$ cat config.mk
export PLATFORM = sky130hd
export DESIGN_NAME = fetch_decode_ctrl
export DESIGN_NICKNAME = d
export VERILOG_FILES = /design/src/rtl/fetch_decode_ctrl.sv
export SDC_FILE = /design/constraint.sdc
export NUM_CORES = 1
export LEC_CHECK = 0
export CAP_MARGIN = 20
export CORE_ASPECT_RATIO = 1.4
export CORE_MARGIN = 1.5
export CORE_UTILIZATION = 28
export CTS_CLUSTER_DIAMETER = 50
export DETAILED_ROUTE_END_ITERATION = 8
export PLACE_DENSITY = 0.56
export REMOVE_ABC_BUFFERS = 1
export SYNTH_ARGS = -nofsm -noshare
export SYNTH_HDL_FRONTEND = slang
export SYNTH_SLANG_ARGS = --single-unit
$ cat constraint.sdc
create_clock -name clk -period 2.2 [get_ports clk]
set_input_delay 0.22 -clock clk [delete_from_list [all_inputs] [get_ports clk]]
set_output_delay 0.22 -clock clk [all_outputs]
set_load 0.01 [all_outputs]
$ cat src/rtl/fetch_decode_ctrl.sv
// rtl/fetch_decode_ctrl.sv - fetch-to-decode latch sequencing, redirect arbitration and refill watchdog
module fetch_decode_ctrl #(
    parameter int SIZE_PC        = 32,
    parameter int REFILL_TIMEOUT = 16,
    parameter int CNT_W          = 16
) (
    input  logic               clk,
    input  logic               reset,
    input  logic               exceptionFlush_i,
    input  logic [SIZE_PC-1:0] exceptionPC_i,
    input  logic               mispredFlush_i,
    input  logic [SIZE_PC-1:0] mispredPC_i,
    input  logic               decodeStall_i,
    input  logic               fs2Ready_i,
    output logic               f2dStall_o,
    output logic               f2dFlush_o,
    output logic               fetchStall_o,
    output logic               redirectEn_o,
    output logic [SIZE_PC-1:0] redirectPC_o,
    output logic [1:0]         ctrlState_o,
    output logic [CNT_W-1:0]   stallCount_o,
    output logic [CNT_W-1:0]   flushCount_o
);

    typedef enum logic [1:0] {
        RUN    = 2'd0,
        STALL  = 2'd1,
        FLUSH  = 2'd2,
        REFILL = 2'd3
    } state_t;

    // Refill counter only has to reach REFILL_TIMEOUT-1.
    localparam int RC_W = (REFILL_TIMEOUT > 2) ? $clog2(REFILL_TIMEOUT) : 1;
    // Timeout fires in the cycle the counter would step onto REFILL_TIMEOUT-1,
    // so the retry FLUSH lands exactly REFILL_TIMEOUT cycles after the previous one.
    localparam logic [RC_W-1:0] RC_LAST = RC_W'(REFILL_TIMEOUT - 2);
    localparam logic [CNT_W-1:0] CNT_ONE = CNT_W'(1);

    state_t             state;
    logic [SIZE_PC-1:0] pend_pc;
    logic [RC_W-1:0]    refill_cnt;

    logic               flush_req;
    logic [SIZE_PC-1:0] flush_pc;
    logic               refill_timeout;
    logic               go_flush;
    logic [SIZE_PC-1:0] pend_next;
    logic               stall_live;
    logic               stall_next;

    // Redirect arbitration: exception beats mispredict; timeout retry reuses pendPC.
    always_comb begin
        flush_req      = exceptionFlush_i | mispredFlush_i;
        flush_pc       = exceptionFlush_i ? exceptionPC_i : mispredPC_i;
        refill_timeout = (state == REFILL) && !fs2Ready_i && (refill_cnt == RC_LAST);
        go_flush       = flush_req | refill_timeout;
        pend_next      = flush_req ? flush_pc : pend_pc;
        stall_live     = reset && (state != FLUSH) && decodeStall_i;
        stall_next     = decodeStall_i;
    end

    assign f2dStall_o   = stall_live;
    assign fetchStall_o = stall_live;
    assign ctrlState_o  = state;

    // Main controller: state, pending PC, registered redirect outputs and statistics.
    always_ff @(posedge clk or negedge reset) begin
        if (!reset) begin
            state        <= RUN;
            pend_pc      <= '0;
            refill_cnt   <= '0;
            f2dFlush_o   <= 1'b0;
            redirectEn_o <= 1'b0;
            redirectPC_o <= '0;
            stallCount_o <= '0;
            flushCount_o <= '0;
        end else begin
            f2dFlush_o   <= 1'b0;
            redirectEn_o <= 1'b0;
            if (go_flush) begin
                state        <= FLUSH;
                pend_pc      <= pend_next;
                redirectPC_o <= pend_next;
                f2dFlush_o   <= 1'b1;
                redirectEn_o <= 1'b1;
                if (flushCount_o != '1) begin
                    flushCount_o <= flushCount_o + CNT_ONE;
                end
            end else begin
                case (state)
                    RUN, STALL: begin
                        state <= stall_next ? STALL : RUN;
                    end
                    FLUSH: begin
                        state      <= REFILL;
                        refill_cnt <= '0;
                    end
                    REFILL: begin
                        if (fs2Ready_i) begin
                            state <= stall_next ? STALL : RUN;
                        end else begin
                            refill_cnt <= refill_cnt + RC_W'(1);
                        end
                    end
                    default: state <= RUN;
                endcase
            end
            if (stall_live && (stallCount_o != '1)) begin
                stallCount_o <= stallCount_o + CNT_ONE;
            end
        end
    end

endmodule

==> results of run 1 <==
[registers in the layout, summed over array words and instances (netlist names)]
| name | cells |
|---|---|
| ctrlState_o | 2 |
| stallCount_o | 16 |
| redirectEn_o | 1 |
| pend_pc | 32 |
| refill_cnt | 4 |
| flushCount_o | 16 |
[tightest hold or removal path, delay by kind of cell]
family | cells | cell delay [ps]
simple gates | 2 | 180
buf+inv | 1 | 90
[area by class of cell]
cell class / instances / area (sq um)
multi-input combinational: 229 / 1530
sequential: 71 / 1780
clock inverter: 3 / 40.0
clock buffer: 13 / 270
inverter: 5 / 18.8
timing repair buffer: 149 / 1460
fill: 1176 / 6550
tap: 147 / 184
[kinds of logic (layout without fill, tap and decap cells)]
logic type               Yosys count  count (layout)  synth area share
AO/OA/AOI/OAI                     50              50            0.0856
AND/OR/NAND/NOR                  114             114             0.176
buffers and inverters             20             170            0.0298
XOR/XNOR                          25              25            0.0643
adder cells (fa/ha/maj)            4               4            0.0147
multiplexers                      36              36             0.107
flip-flops                        71              71             0.522
[final timing paths]
path	startpoint	cells after the start	endpoint
worst max-delay path	ctrlState_o[1]	4	fetchStall_o
worst min-delay path	exceptionFlush_i	3	ctrlState_o[1]
worst max register to register	stallCount_o[0]	6	stallCount_o[13]
worst min register to register	stallCount_o[15]	1	stallCount_o[15]
max in group asynchronous	reset	3	flushCount_o[8]
min in group asynchronous	reset	2	stallCount_o[0]
[layer usage]
| layer | vias up | wire length [microns] | part of all wire | GRT usage |
|---|---|---|---|---|
| li1 | 1416 | - | - | - |
| met1 | 1314 | 3740 | 0.42 | 0.175 |
| met2 | 92 | 4210 | 0.48 | 0.220 |
| met3 | 9 | 727 | 0.083 | 0.0400 |
| met4 | 0 | 132 | 0.015 | 0.0605 |
| met5 | - | 0 | 0 | 0 |
[where the power goes]
part	total, mW	internal (mW)	switching (mW)
Combinational	0.902	0.550	0.352
Clock	1.49	0.967	0.524
Sequential	1.66	1.48	0.180
[Yosys cell counts, drive strengths merged]
library cell   n
buf            7
a22o           2
nor2          12
nor3           6
a31oi          1
nand3b         1
o221ai         1
xor2           5
mux2           4
o21a           1
o21ai         35
clkbuf         8
nand2         53
nor4b          1
dfrtp         71
nand4b         1
xnor2         20
mux2i         32
a21boi         1
a21oi          5
or2b           1
or3b           1
o211ai         2
and3           4
nand3         13
o31ai          1
o22ai          1
nor4           2
nand4         18
inv            5
ha             4
nand2b         1
[through the flow]
step / instances / hold slack [ps] / power, mW / utilization / setup slack [ps]
finish: 617 / 197 / 4.05 / 0.446 / 159
global route: 617 / 218 / 4.27 / 0.446 / 49.5
CTS: 617 / 204 / 4.13 / 0.446 / 135
detailed placement: 600 / 60.8 / 2.59 / 0.419 / 212
global placement: 600 / 58.4 / 2.58 / 0.419 / 258
floorplan: 305 / -75.6 / 2.00 / - / 380
[what timing repair did]
item	in CTS	in global routing
endpoints found under the hold margin	5	0
hold buffers	1	0
gates resized for setup	0	0
==> impl_metrics.toml, run 1 <==
[critical_path]
cp_cell_sequence = "or2b_4 > nand3_1 > inv_1 > clkdlybuf4s50_1"
crit_type = "flop to primary output"
crit_family = "buffers and inverters"
cp_num_buf_inv = 2
critPathSlowestCell = "clkdlybuf4s50_1"
reg2reg_slack_ps = 270
cp.required_ps = 1980
worstPathMaxFanout = 7
arrival_ps = 1820
worstSetupEndpointType = "primary output"
start_kind = "flop"
critPathMaxStageDelay_ps = 540

[synthesis]
synth.distinct_cells = 36
synth.area.top_cells = "dfrtp_1 52%, mux2i_1 9.4%, nand2_1 5.8%"
netlist_instances = 320
synth_seq_area_share = 0.522
synth_area_sq_um = 3400
ys_warn_count = 0
avgSynthCellArea_sq_um = 10.6
ys_ff_latch = 71
yosysTopAreaCell = "dfrtp_1"
synth_top_area_share = 0.522

[clock_network]
postCtsSetupRepairBufs = 0
cts_buffers = 9
clkSinkCount = 71
htreeDepth = 3
clk_pin_slew_ps = 50
worstSkewPairLatency_ps = 330
ctsLongestPathBuffers = 2
cts-root-buf = "clkbuf_16"
cts_tree = "yes"

[timing]
finalSetupViolCount = 0
hold_viol = 0
post-route-period-util = 0.928
worstMarginPinSlew_ps = 841
tns_ps = 0
min_period_ps = 2040
clock_skew_ps = 3.71
grt_setup_unrepaired = "no"
fmax_mhz = 490
relSlewSlack = 0.440
maxSlewViolCount = 0

[global_route]
grt_max_degree = 67
grt_pass1_wl_mm = 13.7
grt_pass1_vias = 2734
grt_usage = 0.139
antenna_found_initial = 0
grt_overflow = 0

[floorplanning]
die_w_microns = 96.2
die_h_microns = 133
coreArea_sq_um = 11800
initial_core_util = 0.288
row_count = 47
ios = 140
die_area_sq_um = 12800

[placement]
hpwl_mm = 6.23
portBuffers = 139
gp_congestion = 0.807
dpl_cell_area_sq_um = 4950

[run_status]
status = "complete, no violations"

[routing]
avgRoutedWirePerCell_microns = 14.3
drc = 0
vias = 2831
drt-initial-drc-count = 38
post_drt_via_cell_ratio = 4.59
wl_mm = 8.81
firstDrtPassIters = 4
ant_nets = 0

[flow_run]
maxCapViolations = 0

[pwr]
vdd_drop_max_mv = 0.378
leakage_nw = 2.25
p_per_area_nw_per_um2 = 768

[final_layout]
area_delta_synth_final_pct = 54.9
drive_gt1_frac = 0.0809
finish.instance_area_sq_um = 5270
antenna_cells = 0
fin_nets = 539
final_common_cell = "clkdlybuf4s50_1"
final_cell_mix = "136 x clkdlybuf4s50_1, 71 x dfrtp_1, 53 x nand2_1"

[worst_hold_path]
hold_class = "input pin to flop"
Power figures use the tool's default switching activity.
==> run 2, diff against run 1 <==
--- a/config.mk
+++ b/config.mk
@@ -13,6 +13,7 @@
 export DETAILED_ROUTE_END_ITERATION = 8
 export PLACE_DENSITY = 0.56
 export REMOVE_ABC_BUFFERS = 1
+export SETUP_SLACK_MARGIN = 0.5
 export SYNTH_ARGS = -nofsm -noshare
 export SYNTH_HDL_FRONTEND = slang
 export SYNTH_SLANG_ARGS = --single-unit
==> run 2 against run 1 <==
Effect of this change: maximum frequency is 19% higher; register-to-register slack improved by 210 ps; count of clock-buffer cells in the layout stayed put; core utilization is 1.0 points higher; via count grew 2.1%; wire length is 2.0% higher; combinational power rose by 8.2%; die area did not move; non-clock buffer count is 11 higher; sequential share of layout area decreased by 0.70 points; clock power barely moved; worst hold slack worse by 33 ps.
==> impl_metrics.toml, run 2 (synthesis results as in run 1) <==
[run_status]
status = "complete, no violations"

[placement]
portBuffers = 139
hpwl_mm = 6.23
pre_cts_ws_ps = 212
dpl_cell_area_sq_um = 4950
gp_congestion = 0.807
dp_cells = 600

[final_layout]
fin_cells = 628
antenna_cells = 0
drive_gt1_frac = 0.127
final_cell_mix = "134 x clkdlybuf4s50_1, 68 x dfrtp_1, 52 x nand2_1"
area_delta_synth_final_pct = 58.5
finalCoreUtilization = 0.457
top_regs = "pend_pc x32, flushCount_o x16, stallCount_o x16"
largest-register = "pend_pc"
finish.instance_area_sq_um = 5400
largest_reg_flops = 32
fin_nets = 550
final_common_cell = "clkdlybuf4s50_1"

[clock_network]
ctsLongestPathBuffers = 2
cts-root-buf = "clkbuf_16"
cts_tree = "yes"
cts_buffers = 9
clkSinkCount = 71
clk_pin_slew_ps = 50
htreeDepth = 3
worstSkewPairLatency_ps = 330

[timing]
post-route-period-util = 0.782
hold_viol = 0
worstMarginPinSlew_ps = 837
grt_setup_unrepaired = "yes"
tns_ps = 0
hold_slack_ps = 164
finalWorstSetupSlack_ps = 479
maxSlewViolCount = 0
clock_skew_ps = 3.08
fmax_mhz = 581
min_period_ps = 1720
finalSetupViolCount = 0
relSlewSlack = 0.442

[critical_path]
crit_type = "flop to flop"
start_kind = "flop"
critPathSlowestCell = "dfrtp_1"
critPathMaxStageDelay_ps = 390
cp.required_ps = 2410
worstPathMaxFanout = 7
crit_path_frequent_cell = "nand4_1"
worstSetupEndpointType = "flop"
arrival_ps = 1940
cp_cell_sequence = "inv_2 > ha_1 > nand4_1 > o21ai_2 > a21boi_4 > buf_6 > nand4_1 > xnor2_1"

[floorplanning]
ios = 140
die_area_sq_um = 12800
initial_core_util = 0.288
row_count = 47
die_w_microns = 96.2
coreArea_sq_um = 11800
die_h_microns = 133

[pwr]
combPwrFrac = 0.237
seq_power_share = 0.401
p_per_area_nw_per_um2 = 763
leakage_nw = 2.31
internal_power_mw = 3.04
power.total_mw = 4.12
sw_frac_of_total = 0.262
clockPowerShare = 0.362
vdd_drop_max_mv = 0.396
p_sw_mw = 1.08

[flow_run]
maxCapViolations = 0

[routing]
drt-initial-drc-count = 41
met1_length_mm = 3.73
top_layer_used = "met4"
ant_nets = 0
avgRoutedWirePerCell_microns = 14.3
vias = 2891
firstDrtPassIters = 4
wl_met2_mm = 4.35
post_drt_via_cell_ratio = 4.60
wl_mm = 8.98
drc = 0
routed-wl-met3_microns = 771

[global_route]
grt_overflow = 0
antenna_found_initial = 0
grt_usage = 0.143
grt_max_degree = 67
grt_pass1_vias = 2768
grt_pass1_wl_mm = 14.0

[worst_hold_path]
hold_class = "input pin to asynchronous set/reset pin"
## run 2: cell types whose count changed in the layout (fill, tap and decap cells not counted), sizes merged
| cell | previous run | this run |
|---|---|---|
| clkdlybuf4s50 | 136 | 134 |
| clkbuf | 13 | 14 |
| buf | 12 | 23 |
| clkdlybuf4s15 | 0 | 1 |
## run 2: worst max-delay path, delay by kind of cell, from the launching register on
kind,cells,cell delay (ps)
AO/OA/AOI/OAI,2,470
flip-flops,1,390
AND/OR/NAND/NOR,2,230
buffers and inverters,2,220
XOR/XNOR,1,150
adder cells (fa/ha/maj),1,140
## run 2: layout make-up
type | count | area [sq um]
repair buffers | 160 | 1540
inverters | 5 | 18.8
multi-input cells | 229 | 1560
flip-flops and latches | 71 | 1780
clock buffers | 13 | 270
clock inverters | 3 | 40.0
fillers | 1166 | 6420
well taps | 147 | 184
## run 2: metal layers
layer,up-vias,track usage
met2,92,0.226
met1,1348,0.178
li1,1441,-
met4,0,0.0605
met3,10,0.0422
met5,-,0
## run 2: worst paths after layout
path                                  start  depth (start not counted)          endpoint  slack (ps)
max                           refill_cnt[0]                          8   flushCount_o[6]         480
min                                   reset                          2     refill_cnt[1]         160
max in group asynchronous             reset                          2    ctrlState_o[1]        1470
min reg2reg                stallCount_o[15]                          1  stallCount_o[15]         500
max reg2reg                   refill_cnt[0]                          8   flushCount_o[6]         480
min in group clk           exceptionFlush_i                          3    ctrlState_o[1]         220
## run 2: repair_timing
action,4_1_cts,5_1_grt
cloned,0,0
hold buffers,1,0
setup endpoints to repair,15,28
resized for setup,9,10
hold endpoints to repair,5,0
pin swaps,7,7
buffers inserted,8,3
## run 2: power groups by stage
stage / clock [mW] / sequential (mW) / combinational (mW)
after CTS: 1.55 / 1.64 / 0.984
after global routing: 1.60 / 1.68 / 1.07
after detailed placement: 0 / 1.68 / 0.913
after floorplan: 0 / 1.73 / 0.268
after global placement: 0 / 1.67 / 0.904
final: 1.49 / 1.65 / 0.976
==> patch: new RTL, settings of run 1 <==
The parameter `SIZE_PC` goes from 32 to 128.
--- a/src/rtl/fetch_decode_ctrl.sv
+++ b/src/rtl/fetch_decode_ctrl.sv
@@ -1,5 +1,5 @@
 // rtl/fetch_decode_ctrl.sv - fetch-to-decode latch sequencing, redirect arbitration and refill watchdog
 module fetch_decode_ctrl #(
-    parameter int SIZE_PC        = 32,
+    parameter int SIZE_PC        = 128,
     parameter int REFILL_TIMEOUT = 16,
     parameter int CNT_W          = 16
Interface: changed (resized exceptionPC_i, mispredPC_i and redirectPC_o); port bits go from 140 to 428. The function was not compared with the original's and may differ.
==> patch against run 1 <==
Setup slack improved by 0.077 ns. Area after synthesis rose by 130%. Total power rose by 120%. Routed wire length rose to 3.2 times the old value. Design area rose by 140%. Non-clock buffer count rose by 287. Combinational power rose by 140%. Sequential cell count rose by 96. Global-route usage rose by 5.5 points. Via count rose by 140%. Largest cell class is now non-clock buffers.
==> patch: results (changes against run 1) <==
detailed-route vias per instance=4.51 (-1.7%); CTS H-tree lvls=4 (+1); Initial DRC Count=275 (+620%); maximum number of pins on one net before global-route repair=167 (+150%); met1 Usage GRT=0.217 (+0.0416); FILL cells=2523 (+110%); final std cells w/o fill=1518 (+150%); maximum VDD drop=0.000540 V (+43%); r2r startpoint=refill_cnt[0]$_DFFE_PN0P_; area post-placement=12300 sq um (+150%); hold wc startpoint=mispredFlush_i; post-synthesis mux area share=0.171 (+0.0640); Comb group=2.12 mW (+140%); leakage power=5.63 nW (+150%); Multi-input gate area=3250 sq um (+110%); share of cells above drive strength 1=0.0417 (-0.0391); vias in the first global route=6845 (+150%); Avg Inst Size Synth=10.5 sq um (-1.5%); TritonCTS buffer count=17 (+8); first-pass GRT wire length=41200 microns (+200%); worst skew pair latency=0.43 ns (+0.10 ns); WL met1=10600 microns (+180%); setup ws final=0.236 ns (+0.0773 ns); status=completed; total wire length=27800 microns (+220%); met2 GRT Util=0.340 (+0.120)
-- patch: changes by cell type in the layout (fill, tap and decap cells not counted), moves of 4 or more --
cell,run 1,this run
clkdlybuf4s50_1,136,424
o21ai_0,34,135
dfrtp_1,71,167
mux2i_1,32,128
nand2_1,53,142
clkbuf_16,9,17
nand4_1,16,8
xnor2_1,20,13
buf_4,10,5
nand3_1,13,17
nor3_1,6,2
xor2_1,5,9
-- patch: worst max-delay path: cells and delay by family (launching register included) --
kind,cells,cell delay (ns)
buf+inv,3,0.67
compound gates,1,0.25
flops,1,0.38
-- patch: cell type report --
cell class | instances | area share
clock buffer | 21 | 0.0356
multi-input combinational | 510 | 0.252
sequential | 167 | 0.324
timing repair buffer | 436 | 0.340
inverter | 8 | 0.00232
clock inverter | 9 | 0.0116
antenna | 2 | 0.000387
tap | 365 | 0.0354
-- patch: cells by family after synthesis --
family	count (synthesis)
fa+ha+maj	4
mux	131
xor+xnor	22
flops	167
compound gates	153
simple gates	200
buf+inv	55
